**config.mk**
```make
export PLATFORM = sky130hd
export DESIGN_NAME = ps2_scancode_decoder_flat
export DESIGN_NICKNAME = d
export VERILOG_FILES = /design/src/rtl/ps2_pkg.sv /design/src/rtl/ps2_scancode_decoder_if.sv /design/src/rtl/ps2_event_fifo.sv /design/src/rtl/ps2_scancode_decoder.sv /design/src/flat_wrapper.sv
export SDC_FILE = /design/constraint.sdc
export NUM_CORES = 1
export LEC_CHECK = 0
export ABC_AREA = 1
export CAP_MARGIN = 20
export CORE_ASPECT_RATIO = 0.5
export CORE_MARGIN = 1.5
export CORE_UTILIZATION = 60
export CTS_BUF_LIST = sky130_fd_sc_hd__clkbuf_4 sky130_fd_sc_hd__clkbuf_8
export CTS_CLUSTER_SIZE = 24
export DETAILED_ROUTE_END_ITERATION = 8
export HOLD_SLACK_MARGIN = 0.05
export PLACE_DENSITY = 0.78
export SETUP_SLACK_MARGIN = 0.15
export SLEW_MARGIN = 20
export SYNTH_ARGS = -nofsm -noshare
export SYNTH_HDL_FRONTEND = slang
export SYNTH_SLANG_ARGS = --single-unit
export TNS_END_PERCENT = 1
```
**constraint.sdc**
```tcl
create_clock -name clock -period 7.1 [get_ports clock]
set_input_delay 1.42 -clock clock [delete_from_list [all_inputs] [get_ports clock]]
set_output_delay 1.42 -clock clock [all_outputs]
set_load 0.02 [all_outputs]
```
**src/rtl/ps2_pkg.sv**
```systemverilog
// rtl/ps2_pkg.sv - shared constants, state encoding and event packing for the PS/2 scancode decoder
package ps2_pkg;

    localparam logic [7:0] SC_EXTENDED = 8'hE0;
    localparam logic [7:0] SC_BREAK    = 8'hF0;
    localparam logic [7:0] SC_PAUSE    = 8'hE1;
    localparam logic [2:0] PAUSE_SKIP  = 3'd7;
    localparam int         EVENT_WIDTH = 10;

    typedef enum logic [2:0] {
        ST_IDLE    = 3'd0,
        ST_EXT     = 3'd1,
        ST_BRK     = 3'd2,
        ST_EXT_BRK = 3'd3,
        ST_PAUSE   = 3'd4
    } state_t;

    // Event layout: {extended, released, code[7:0]}
    function automatic logic [EVENT_WIDTH-1:0] make_event(input logic extended,
                                                         input logic released,
                                                         input logic [7:0] code);
        return {extended, released, code};
    endfunction

endpackage

```
**src/rtl/ps2_scancode_decoder_if.sv**
```systemverilog
// rtl/ps2_scancode_decoder_if.sv - byte input, event FIFO and overflow signals of the scancode decoder
// master: shifter/CPU side (drives scancode, scancode_valid, parity_error, event_read, overflow_clear)
// slave:  decoder side (drives event_data, event_ready, event_count, overflow)
interface ps2_scancode_decoder_if #(
    parameter int PTR_WIDTH = 4
);
    import ps2_pkg::*;

    logic [7:0]             scancode;
    logic                   scancode_valid;
    logic                   parity_error;
    logic                   event_read;
    logic [EVENT_WIDTH-1:0] event_data;
    logic                   event_ready;
    logic [PTR_WIDTH:0]     event_count;
    logic                   overflow;
    logic                   overflow_clear;

    modport master (
        output scancode, scancode_valid, parity_error, event_read, overflow_clear,
        input  event_data, event_ready, event_count, overflow
    );

    modport slave (
        input  scancode, scancode_valid, parity_error, event_read, overflow_clear,
        output event_data, event_ready, event_count, overflow
    );

endinterface

```
**src/rtl/ps2_event_fifo.sv**
```systemverilog
// rtl/ps2_event_fifo.sv - show-ahead event FIFO with extra-MSB pointers
// Ports: clock, reset (async high), push/push_data, pop/pop_data (head, 0 when empty),
//        full, empty, count (0..DEPTH)
module ps2_event_fifo #(
    parameter int DEPTH     = 16,
    parameter int PTR_WIDTH = 4,
    parameter int WIDTH     = 10
) (
    input  logic                 clock,
    input  logic                 reset,
    input  logic                 push,
    input  logic [WIDTH-1:0]     push_data,
    input  logic                 pop,
    output logic [WIDTH-1:0]     pop_data,
    output logic                 full,
    output logic                 empty,
    output logic [PTR_WIDTH:0]   count
);

    logic [PTR_WIDTH:0] wr_ptr;
    logic [PTR_WIDTH:0] rd_ptr;
    logic [WIDTH-1:0]   mem [DEPTH];
    logic               do_pop;
    logic               do_push;

    assign empty = (wr_ptr == rd_ptr);
    assign full  = (wr_ptr[PTR_WIDTH] != rd_ptr[PTR_WIDTH]) &&
                   (wr_ptr[PTR_WIDTH-1:0] == rd_ptr[PTR_WIDTH-1:0]);

    // A pop frees the head slot on the same edge, so a push into a full FIFO still lands.
    assign do_pop  = pop && !empty;
    assign do_push = push && (!full || do_pop);

    always_ff @(posedge clock or posedge reset) begin
        if (reset) begin
            wr_ptr <= '0;
            rd_ptr <= '0;
        end else begin
            if (do_push) wr_ptr <= wr_ptr + 1'b1;
            if (do_pop)  rd_ptr <= rd_ptr + 1'b1;
        end
    end

    always_ff @(posedge clock) begin
        if (do_push) mem[wr_ptr[PTR_WIDTH-1:0]] <= push_data;
    end

    // Storage is not reset; masking keeps the head at zero while empty.
    assign pop_data = empty ? '0 : mem[rd_ptr[PTR_WIDTH-1:0]];
    assign count    = wr_ptr - rd_ptr;

endmodule

```
**src/rtl/ps2_scancode_decoder.sv**
```systemverilog
// rtl/ps2_scancode_decoder.sv - folds E0/F0/E1 prefix bytes into key events and queues them
// Ports: clock, reset (async high), bus (ps2_scancode_decoder_if.slave)
// Optional: PS2_DECODER_PARITY_FILTER_EN drops bytes flagged with parity_error and returns to IDLE.
module ps2_scancode_decoder
    import ps2_pkg::*;
#(
    parameter int DEPTH     = 16,
    parameter int PTR_WIDTH = 4
) (
    input  logic                   clock,
    input  logic                   reset,
    ps2_scancode_decoder_if.slave  bus
);

    state_t                 state;
    state_t                 state_next;
    logic [2:0]             skip;
    logic [2:0]             skip_next;
    logic                   emit;
    logic [EVENT_WIDTH-1:0] emit_data;
    logic                   fifo_full;
    logic                   fifo_empty;

    // Decode is combinational so an event is written on the strobe edge and visible next cycle.
    always_comb begin
        state_next = state;
        skip_next  = skip;
        emit       = 1'b0;
        emit_data  = '0;
        if (bus.scancode_valid) begin
            case (state)
                ST_IDLE: begin
                    if (bus.scancode == SC_EXTENDED) begin
                        state_next = ST_EXT;
                    end else if (bus.scancode == SC_BREAK) begin
                        state_next = ST_BRK;
                    end else if (bus.scancode == SC_PAUSE) begin
                        state_next = ST_PAUSE;
                        skip_next  = PAUSE_SKIP;
                    end else begin
                        emit      = 1'b1;
                        emit_data = make_event(1'b0, 1'b0, bus.scancode);
                    end
                end
                ST_EXT: begin
                    if (bus.scancode == SC_BREAK) begin
                        state_next = ST_EXT_BRK;
                    end else if (bus.scancode != SC_EXTENDED) begin
                        emit       = 1'b1;
                        emit_data  = make_event(1'b1, 1'b0, bus.scancode);
                        state_next = ST_IDLE;
                    end
                end
                ST_BRK: begin
                    emit       = 1'b1;
                    emit_data  = make_event(1'b0, 1'b1, bus.scancode);
                    state_next = ST_IDLE;
                end
                ST_EXT_BRK: begin
                    emit       = 1'b1;
                    emit_data  = make_event(1'b1, 1'b1, bus.scancode);
                    state_next = ST_IDLE;
                end
                ST_PAUSE: begin
                    // The Pause key's body bytes are swallowed; one event stands for the whole key.
                    skip_next = skip - 1'b1;
                    if (skip == 3'd1) begin
                        emit       = 1'b1;
                        emit_data  = make_event(1'b1, 1'b0, SC_PAUSE);
                        state_next = ST_IDLE;
                    end
                end
                default: state_next = ST_IDLE;
            endcase
`ifdef PS2_DECODER_PARITY_FILTER_EN
            if (bus.parity_error) begin
                state_next = ST_IDLE;
                skip_next  = '0;
                emit       = 1'b0;
                emit_data  = '0;
            end
`endif
        end
    end

`ifndef PS2_DECODER_PARITY_FILTER_EN
    logic unused_parity;
    assign unused_parity = bus.parity_error;
`endif

    always_ff @(posedge clock or posedge reset) begin
        if (reset) begin
            state    <= ST_IDLE;
            skip     <= '0;
            bus.overflow <= 1'b0;
        end else begin
            state <= state_next;
            skip  <= skip_next;
            // A pop on a non-empty (full) FIFO makes room, so only push-without-pop drops.
            if (emit && fifo_full && !bus.event_read) begin
                bus.overflow <= 1'b1;
            end else if (bus.overflow_clear) begin
                bus.overflow <= 1'b0;
            end
        end
    end

    ps2_event_fifo #(
        .DEPTH     (DEPTH),
        .PTR_WIDTH (PTR_WIDTH),
        .WIDTH     (EVENT_WIDTH)
    ) u_fifo (
        .clock     (clock),
        .reset     (reset),
        .push      (emit),
        .push_data (emit_data),
        .pop       (bus.event_read),
        .pop_data  (bus.event_data),
        .full      (fifo_full),
        .empty     (fifo_empty),
        .count     (bus.event_count)
    );

    assign bus.event_ready = !fifo_empty;

endmodule

```
**src/flat_wrapper.sv**
```systemverilog
// flat-port wrapper written by rule: the top's interface ports become plain ports
module ps2_scancode_decoder_flat import ps2_pkg::*;
#(
    parameter int DEPTH     = 16,
    parameter int PTR_WIDTH = 4
)
  (clock, reset, bus_scancode, bus_scancode_valid, bus_parity_error, bus_event_read, bus_overflow_clear, bus_event_data, bus_event_ready, bus_event_count, bus_overflow);
  ps2_scancode_decoder_if #(.PTR_WIDTH(PTR_WIDTH)) bus_i ();
  input  logic clock;
  input  logic reset;
  input wire logic [$bits(bus_i.scancode)-1:0] bus_scancode;
  input wire logic [$bits(bus_i.scancode_valid)-1:0] bus_scancode_valid;
  input wire logic [$bits(bus_i.parity_error)-1:0] bus_parity_error;
  input wire logic [$bits(bus_i.event_read)-1:0] bus_event_read;
  input wire logic [$bits(bus_i.overflow_clear)-1:0] bus_overflow_clear;
  output wire logic [$bits(bus_i.event_data)-1:0] bus_event_data;
  output wire logic [$bits(bus_i.event_ready)-1:0] bus_event_ready;
  output wire logic [$bits(bus_i.event_count)-1:0] bus_event_count;
  output wire logic [$bits(bus_i.overflow)-1:0] bus_overflow;
  assign bus_i.scancode = bus_scancode;
  assign bus_i.scancode_valid = bus_scancode_valid;
  assign bus_i.parity_error = bus_parity_error;
  assign bus_i.event_read = bus_event_read;
  assign bus_i.overflow_clear = bus_overflow_clear;
  assign bus_event_data = bus_i.event_data;
  assign bus_event_ready = bus_i.event_ready;
  assign bus_event_count = bus_i.event_count;
  assign bus_overflow = bus_i.overflow;
  ps2_scancode_decoder #(.DEPTH(DEPTH), .PTR_WIDTH(PTR_WIDTH)) u_core (.clock(clock), .reset(reset), .bus(bus_i));
endmodule
```
==> results of run 1 <==
-- kinds of logic (layout without fill, tap and decap cells) --
| family | Yosys count | count (layout) |
|---|---|---|
| adders and majority gates | 12 | 12 |
| buffers and inverters | 81 | 114 |
| xor gates and xnor gates | 11 | 11 |
| and+or+nand+nor | 268 | 268 |
| AOI/OAI and AO/OA | 152 | 152 |
| DFF | 177 | 177 |
-- per-layer routing --
layer	up-vias	share of wire, %	track usage (%)
li1	2490	-	-
met1	2592	45	39.9
met2	235	45	39.1
met3	22	8.5	6.16
met4	0	1.1	7.37
met5	-	0	0
-- worst reg2reg max path: stages (launching register included) --
cell and delay, ns:
dfrtp_1 0.74, inv_1 0.43, ha_1 0.47, nand4_1 0.13, nand3b_1 0.33, nand3_4 0.33
nor2_1 0.79
-- power by group through the flow --
stage | sequential [µW] | combinational (µW) | clock (µW)
after detailed placement | 1370 | 1580 | 0
after global routing | 1360 | 1790 | 709
final | 1350 | 1620 | 665
after CTS | 1350 | 1600 | 670
after global placement | 1370 | 1550 | 0
after floorplan | 1340 | 1070 | 0
-- through the flow --
stage,instances,area (µm²),hold slack [ns],util [%]
6_report,904,8610,0.499,67.8
5_1_grt,904,8610,0.515,67.8
4_1_cts,902,8580,0.501,67.5
3_5_place_dp,870,8200,0.487,64.6
3_3_place_gp,870,8200,0.475,64.6
2_1_floorplan,701,7820,0.461,-
-- cells in the final DEF (no fill, tap or decap), types with 3 or more instances in the layout --
| master | count |
|---|---|
| dfrtp_1 | 16 |
| o211ai_1 | 20 |
| o22ai_1 | 22 |
| nor2_1 | 129 |
| inv_8 | 3 |
| inv_2 | 5 |
| nand4_1 | 8 |
| a21oi_1 | 17 |
| ha_1 | 11 |
| xnor2_1 | 3 |
| nand2_1 | 84 |
| o21ai_0 | 89 |
| inv_1 | 41 |
| buf_4 | 5 |
| clkdlybuf4s50_1 | 29 |
| clkbuf_8 | 17 |
| inv_6 | 4 |
| nand3_1 | 16 |
| clkinv_4 | 3 |
| edfxtp_1 | 160 |
| nor2_2 | 21 |
| xor2_1 | 8 |
-- worst paths after layout --
kind | from | to | cells after the start
max | u_core.u_fifo.rd_ptr[2]$_DFFE_PP0P_ | bus_event_data[6] | 7
min | u_core.u_fifo.rd_ptr[4]$_DFFE_PP0P_ | u_core.u_fifo.rd_ptr[4]$_DFFE_PP0P_ | 1
max reg2reg | u_core.u_fifo.rd_ptr[2]$_DFFE_PP0P_ | u_core.u_fifo.mem[14][3]$_DFFE_PP_ | 6
min reg2reg | u_core.u_fifo.rd_ptr[4]$_DFFE_PP0P_ | u_core.u_fifo.rd_ptr[4]$_DFFE_PP0P_ | 1
max in group asynchronous | reset | u_core.u_fifo.rd_ptr[0]$_DFFE_PP0P_ | 2
min in group asynchronous | reset | u_core.u_fifo.wr_ptr[4]$_DFFE_PP0P_ | 2
-- cell type report --
cell class / instances / area (µm²)
well taps: 170 / 213
multi-input cells: 443 / 2280
clock inverters: 15 / 145
inverters: 47 / 176
repair buffers: 35 / 335
clock buffers: 17 / 234
flip-flops and latches: 177 / 5230
fillers: 908 / 4090
-- sequential cells by signal, indices dropped and copies added, names as in the netlist --
name and count:
u_core.bus.overflow 1, u_core.u_fifo.rd_ptr 5, u_core.skip 3, u_core.u_fifo.mem 160
u_core.state 3, u_core.u_fifo.wr_ptr 5
==> results.json, run 1 <==
{
  "drc": 0,
  "status": "complete, no violations",
  "intPower_uw": 2090,
  "cts_tree": "built",
  "synth-seq-cells": 177,
  "synthSimpleGateAreaFrac_pct": 14.9,
  "yosysTopAreaCell": "edfxtp_1",
  "drt-initial-drc-count": 595,
  "total_power_uw": 3640,
  "post_cts_buffers": 0,
  "vdd_drop_max_v": 0.000649,
  "globalplace.congestion": 0.867,
  "rsz0062_at_grt": "no",
  "routed_wirelength_um": 17000,
  "ioPinCount": 31,
  "maxCapViolations": 0,
  "power.switching_uw": 1540,
  "arrival_ns": 3.40,
  "switching_share_pct": 42.4,
  "final-setup-viol-count": 0,
  "tightestPinTransition_ns": 1.10,
  "cpPeakStageDelay_ns": 0.74,
  "synth_compound_area_share_pct": 10.8,
  "hpwlAfterDp_um": 10700,
  "p_leak_uw": 0.00304,
  "cpLargestDelayFamily": "buffers and inverters",
  "dieHeight_um": 83.7,
  "synthCells": 701,
  "synth_commonest_cells": "edfxtp_1, nor2_1, o21ai_0",
  "finalMaxSlewViolations": 0,
  "start_util_pct": 61.6,
  "vias": 5339,
  "areaGrowthSynthToFinish_pct": 10.2,
  "fin_skew_ns": 0.00859,
  "synthXorXnorAreaFrac_pct": 1.23,
  "netlist.area_leader.share_pct": 61.5,
  "core_um2": 12700,
  "ys_types": 29,
  "die_w_um": 164,
  "h-tree-depth": 4,
  "synth_top_family_by_area": "simple AND/OR/NAND/NOR gates",
  "regToRegSetupSlack_ns": 3.49,
  "synth-edff-count": 160,
  "root_buffer": "clkbuf_8",
  "yosysMostFrequentCell": "edfxtp_1",
  "clockBufferDepth": 2,
  "cp_max_fo": 14,
  "dp_slack_ns": 2.32,
  "antenna_found_initial": 0,
  "drive_gt1_share_pct": 10.2,
  "yosys-top-cells-area": "edfxtp_1, nor2_1, o21ai_0, dfrtp_1, nand2_1",
  "vias_per_cell": 5.91,
  "dieArea_um2": 13800,
  "p_comb_share_pct": 44.6,
  "grt_pass1_wl_um": 26800,
  "hold_buffers": 0,
  "p_per_area_nw_per_um2": 422,
  "synth_top_flop_cell": "edfxtp_1",
  "start_kind": "register",
  "clkSinkCount": 177,
  "cts_buffers": 17,
  "synth_adder_area_share_pct": 2.02,
  "min_period_over_period_pct": 67.9,
  "ant_nets": 0,
  "worstSkewPairLatency_ns": 0.47,
  "clkPwrFrac_pct": 18.3,
  "hold_path.class": "register to register",
  "grt-ovfl-total": 0,
  "finalHoldViolations": 0,
  "worst_setup_path_end_kind": "primary output",
  "cp_num_buf_inv": 3,
  "grt_max_degree": 63,
  "diodes": 0,
  "clk_pin_slew_worst_paths_ns": 0.10,
  "drtPass1Iterations": 5,
  "wl_per_cell_um": 18.8,
  "path_class": "register to primary output",
  "fin_crit_ns": 4.82,
  "synthArstFlopShare_pct": 9.60,
  "portBuffers": 29,
  "std_cell_rows": 29,
  "fin_ws_ns": 2.28,
  "grt_pass1_vias": 5082,
  "yosysSeqAreaShare_pct": 66.9,
  "slowest_stage": "dfrtp_1",
  "seq_power_share_pct": 37.1,
  "post_synth.cell_area_avg_um2": 11.2,
  "critPathRequiredTime_ns": 5.68,
  "max_freq_mhz": 207,
  "synthMuxAreaShare_pct": 0,
  "max_slew_margin_pct": 26.5,
  "cts_resized": 0,
  "syn-num-nets": 727,
  "syn_area_um2": 7820,
  "yosys_warnings": 0,
  "cp_cell_sequence": "inv_1, ha_1, nand4_1, nor2_1, buf_4, a21oi_1, clkdlybuf4s50_1",
  "finalSetupTns_ns": 0,
  "layout.nets": 747,
  "grt.total_usage_pct": 26.5
}
Note: power is estimated with default switching activity, not from simulation.
==> run 2: changes to the inputs <==
Settings changed: CORE_UTILIZATION 60 to 57, PLACE_DENSITY 0.78 to 0.77.
Clock period 7.1 ns to 4.4 ns, I/O delays scaled along.
==> run 2 against run 1 <==
  * Design area grew 0.90%
  * Total power grew 64%
  * Setup slack got worse by 1.9 ns
  * Non-clock buffer count grew 10
  * Final cell count grew 1.1%
  * Combinational power rose by 62%
  * Die area up 5.1%
  * Critical path type unchanged
  * Highest routed layer unchanged
  * Count of clock-buffer cells in the layout up 1
  * First-iteration DRC count shrank 13%
  * Worst hold slack got worse by 0.0036 ns
  * Global-route usage shrank 1.0 points
  * Critical endpoint is now bus_event_data[7]
  * Clock power grew 65%
  * Largest cell class unchanged
==> results.json, run 2 (synthesis gave the netlist of run 1 again) <==
{
  "grt_util_met1_pct": 37.0,
  "slowest_stage": "dfrtp_2",
  "grt_pass1_wl_um": 27000,
  "largest_reg_flops": 160,
  "vias": 5338,
  "antenna_found_initial": 0,
  "start_util_pct": 60.0,
  "ioPinCount": 31,
  "drt-initial-drc-count": 516,
  "p_leak_uw": 0.00310,
  "finalMaxSlewViolations": 0,
  "std_cell_rows": 29,
  "finalHoldViolations": 0,
  "portBuffers": 29,
  "hpwlAfterDp_um": 10800,
  "hold_path.class": "register to register",
  "drtPass1Iterations": 5,
  "drc": 0,
  "vias_per_cell": 5.84,
  "min_period_over_period_pct": 92.3,
  "ant_nets": 0,
  "worst_setup_path_end_kind": "primary output",
  "fin_skew_ns": 0.0139,
  "vdd_drop_max_v": 0.000931,
  "worstSkewPairLatency_ns": 0.46,
  "tightestPinTransition_ns": 1.00,
  "areaGrowthSynthToFinish_pct": 11.2,
  "root_buffer": "clkbuf_8",
  "grt-ovfl-total": 0,
  "cts_resized": 0,
  "grt_pass1_vias": 5027,
  "p_per_area_nw_per_um2": 685,
  "dieHeight_um": 85.8,
  "cpPeakStageDelay_ns": 0.71,
  "grt_use_met3_pct": 5.58,
  "maxCapViolations": 0,
  "dieArea_um2": 14500,
  "final-setup-viol-count": 0,
  "path_class": "register to primary output",
  "layout_common_cells": "edfxtp_1, nor2_1, o21ai_0",
  "final_common_cell": "edfxtp_1",
  "fin_crit_ns": 4.06,
  "cp_max_fo": 54,
  "diodes": 0,
  "clockBufferDepth": 2,
  "grt.total_usage_pct": 25.5,
  "max_slew_margin_pct": 32.8,
  "clkSinkCount": 177,
  "critPathMostFrequentCell": "nand2_1",
  "drive_gt1_share_pct": 10.8,
  "cpLargestDelayFamily": "buffers and inverters",
  "placed_cells": 882,
  "status": "complete, no violations",
  "instances_no_fill": 914,
  "h-tree-depth": 4,
  "die_w_um": 169,
  "routed_wirelength_um": 17200,
  "grt_max_degree": 64,
  "start_kind": "register",
  "finalSetupTns_ns": 0,
  "top_usage_layer": "met2",
  "globalplace.congestion": 0.935,
  "cts_tree": "built",
  "post_cts_buffers": 0,
  "cp_cell_sequence": "inv_2, buf_12, o21ai_0, o22ai_1, nand2_1, nand2_1, inv_1, a21oi_1, clkdlybuf4s50_1",
  "grt_util_met2_pct": 39.3,
  "max_freq_mhz": 246,
  "layout.nets": 757,
  "hold_buffers": 0,
  "critPathRequiredTime_ns": 3.52,
  "arrival_ns": 3.18,
  "core_um2": 13000,
  "wl_per_cell_um": 18.9,
  "cp_num_buf_inv": 4,
  "rsz0062_at_grt": "no",
  "cts_buffers": 17,
  "clk_pin_slew_worst_paths_ns": 0.09,
  "fill_cells": 944
}
run 2: changes by cell type in the layout (fill, tap and decap cells not counted), sizes merged:
cell	previous run	this run
clkinv	8	3
inv	53	55
clkinvlp	1	2
bufinv	0	1
buf	5	16
run 2: cell type report:
cell class	count	area [µm²]	area share [%]
Clock buffer	18	241	2.78
Clock inverter	14	143	1.64
Inverter	47	176	2.03
Multi-Input combinational cell	443	2260	26.0
Sequential cell	177	5230	60.2
Tap cell	170	213	2.45
Timing Repair Buffer	45	423	4.87
run 2: worst paths after layout:
kind | depth (start not counted) | slack [ns] | startpoint | to
setup / recovery | 9 | 0.34 | u_core.u_fifo.rd_ptr[0]$_DFFE_PP0P_ | bus_event_data[7]
setup reg to reg | 6 | 1.24 | u_core.u_fifo.rd_ptr[2]$_DFFE_PP0P_ | u_core.u_fifo.mem[1][9]$_DFFE_PP_
hold reg to reg | 1 | 0.50 | u_core.u_fifo.rd_ptr[4]$_DFFE_PP0P_ | u_core.u_fifo.rd_ptr[4]$_DFFE_PP0P_
min in group asynchronous | 2 | 0.82 | reset | u_core.state[2]$_DFFE_PP0P_
max in group asynchronous | 2 | 3.09 | reset | u_core.u_fifo.rd_ptr[0]$_DFFE_PP0P_
hold / removal | 1 | 0.50 | u_core.u_fifo.rd_ptr[4]$_DFFE_PP0P_ | u_core.u_fifo.rd_ptr[4]$_DFFE_PP0P_
run 2: report_power, final:
group          internal, µW  switching, µW
logic                   940           1680
registers              2060            176
clock network           474            624
run 2: routing by layer:
layer / part of all wire, % / wire, µm
met1: 45 / 7830
met2: 44 / 7650
met3: 9.0 / 1560
met4: 1.2 / 201
met5: 0 / 0
run 2: through the flow:
stage	power, µW	setup WS, ns	utilization, %	hold WS [ns]	instance area [µm²]
after floorplan	3900	1.67	-	0.461	7820
after global placement	4770	0.927	63.7	0.487	8300
after detailed placement	4830	0.885	63.7	0.485	8300
after CTS	5920	0.351	66.7	0.499	8690
after global routing	6290	0.156	66.7	0.527	8690
final	5950	0.339	66.7	0.496	8690
==> run 3: changes to the inputs <==
Settings changed: SYNTH_HIERARCHICAL from default to 1.
==> run 3 against run 2 <==
  * Register-to-register slack better by 0.57 ns
  * Non-clock buffer count increased by 15
  * Critical path depth is the same
  * Final cell count increased by 26%
  * Clock power grew 6%
  * Global-route usage is essentially flat
  * Setup slack gained 0.22 ns
  * Clock skew is 0.0067 ns higher
  * Worst hold slack better by 0.012 ns
==> results.json, run 3 <==
{
  "status": "complete, no violations",
  "maxCapViolations": 0,
  "grt_use_met3_pct": 4.46,
  "netlist.area_leader.share_pct": 56.4,
  "rsz0062_at_grt": "no",
  "path_class": "register to primary output",
  "regToRegEndpoint": "u_core/u_fifo/mem[3][6]$_DFFE_PP_",
  "synthArstFlopShare_pct": 9.60,
  "globalplace.congestion": 0.886,
  "layout_common_cells": "nand2_1, edfxtp_1, inv_1",
  "yosys-top-cells-area": "edfxtp_1, nand2_1, inv_1, nand3_1, dfrtp_1",
  "cp_max_fo": 14,
  "start_kind": "register",
  "dieHeight_um": 89.5,
  "synth-seq-cells": 177,
  "root_buffer": "clkbuf_8",
  "arrival_ns": 2.96,
  "final_common_cell": "nand2_1",
  "ff2ff_path_depth": 10,
  "grt_pass1_vias": 5571,
  "critPathRequiredTime_ns": 3.52,
  "clockBufferDepth": 2,
  "ioPinCount": 31,
  "antenna_found_initial": 0,
  "grt_util_met2_pct": 43.6,
  "cts_tree": "built",
  "std_cell_rows": 31,
  "yosysTopAreaCell": "edfxtp_1",
  "clkSinkCount": 177,
  "hold_buffers": 0,
  "cts_resized": 0,
  "finalHoldViolations": 0,
  "min_to": "u_core/skip[1]$_DFFE_PP0P_",
  "ant_nets": 0,
  "portBuffers": 29,
  "hold_depth": 2,
  "yosysSeqAreaShare_pct": 61.4,
  "layout.nets": 963,
  "hpwlAfterDp_um": 12100,
  "routed_wirelength_um": 19300,
  "grt-ovfl-total": 0,
  "max_freq_mhz": 260,
  "worst_setup_path_end_kind": "primary output",
  "regToRegSetupSlack_ns": 1.81,
  "hold_start": "u_core/skip[1]$_DFFE_PP0P_",
  "vias": 6046,
  "top_usage_layer": "met2",
  "die_w_um": 176,
  "drc": 0,
  "fin_crit_ns": 3.84,
  "drive_gt1_share_pct": 10.9,
  "min_period_over_period_pct": 87.3,
  "yosys_warnings": 6,
  "grt.total_usage_pct": 25.5,
  "synth-edff-count": 160,
  "synth_commonest_cells": "nand2_1, edfxtp_1, inv_1",
  "p_leak_uw": 0.00426,
  "start_util_pct": 58.6,
  "vdd_drop_max_v": 0.000425,
  "hold_path.class": "register to register",
  "finalSetupTns_ns": 0,
  "fin_skew_ns": 0.0206,
  "max_slew_margin_pct": 43.2,
  "cts_buffers": 17,
  "wl_per_cell_um": 16.8,
  "grt_max_degree": 82,
  "h-tree-depth": 4,
  "diodes": 0,
  "syn-num-nets": 916,
  "post_cts_buffers": 0,
  "finalMaxSlewViolations": 0,
  "drt-initial-drc-count": 609,
  "post_synth.cell_area_avg_um2": 9.58,
  "dieArea_um2": 15700,
  "areaGrowthSynthToFinish_pct": 11.5,
  "clk_pin_slew_worst_paths_ns": 0.10,
  "grt_pass1_wl_um": 29200,
  "vias_per_cell": 5.27,
  "grt_util_met1_pct": 33.7,
  "rr_startpoint": "u_core/state[0]$_DFFE_PP0P_",
  "total_power_uw": 6240,
  "tightestPinTransition_ns": 0.851,
  "p_per_area_nw_per_um2": 656,
  "ys_types": 36,
  "core_um2": 14500,
  "synth_top_flop_cell": "edfxtp_1",
  "yosysMostFrequentCell": "nand2_1",
  "final-setup-viol-count": 0,
  "worstSkewPairLatency_ns": 0.47,
  "synthCells": 890,
  "drtPass1Iterations": 5,
  "fin_hold_ws_ns": 0.507,
  "syn_area_um2": 8520,
  "largest_reg_flops": 160
}
## run 3: kinds of logic after synthesis
group                      Yosys count  synth area share [%]
and+or+nand+nor                    480                  24.1
buffers and inverters              182                  9.23
DFF                                177                  61.4
AOI/OAI and AO/OA                   28                  2.19
adders and majority gates           12                  1.85
xor gates and xnor gates            11                  1.22
## run 3: how the worst max path moves through the flow
| stage | startpoint | cells after the start | to |
|---|---|---|---|
| after CTS | u_core/u_fifo/rd_ptr[2]$_DFFE_PP0P_ | 9 | bus_event_data[9] |
| after global placement | bus_scancode[1] | 12 | u_core/u_fifo/mem[3][1]$_DFFE_PP_ |
| after floorplan | bus_scancode[6] | 11 | u_core/u_fifo/mem[7][0]$_DFFE_PP_ |
| final | u_core/u_fifo/rd_ptr[2]$_DFFE_PP0P_ | 9 | bus_event_data[9] |
| after detailed placement | bus_scancode[0] | 12 | u_core/u_fifo/mem[3][3]$_DFFE_PP_ |
| after global routing | u_core/u_fifo/rd_ptr[2]$_DFFE_PP0P_ | 9 | bus_event_ready |
## run 3: stage by stage
stage | worst slack (ns) | area (µm²) | cells | utilization (%)
detailed placement | 0.993 | 9090 | 1116 | 62.5
CTS | 0.564 | 9500 | 1148 | 65.3
global route | 0.436 | 9500 | 1148 | 65.3
floorplan | 1.58 | 8520 | 890 | -
global placement | 1.05 | 9080 | 1116 | 62.5
finish | 0.561 | 9500 | 1148 | 65.3
## run 3: layer usage
layer	up-vias	share of wire [%]
li1	2910	-
met1	2842	41
met2	264	49
met3	30	8.0
met4	0	1.7
met5	-	0
## run 3: final cells by class
type,count,area [µm²]
inverters,150,576
repair buffers,60,523
clock inverters,15,183
multi-input cells,531,2510
well taps,198,248
fillers,1097,5040
clock buffers,17,234
flip-flops and latches,177,5230
## run 3: worst max-delay path: stages (launching register included)
cell	delay [ns]
dfrtp_1	0.33
buf_4	0.20
inv_1	0.08
ha_1	0.37
nand4_1	0.19
inv_1	0.11
nand2_2	0.09
inv_1	0.45
a21oi_1	0.09
clkdlybuf4s50_1	0.56
## run 3: where the power goes
part           leakage (µW)  switching [µW]  total (µW)  internal, µW
registers           0.00169             110        2170          2060
logic               0.00237            1890        2900          1010
clock network      0.000206             683        1170           487
total               0.00426            2680        6240          3560
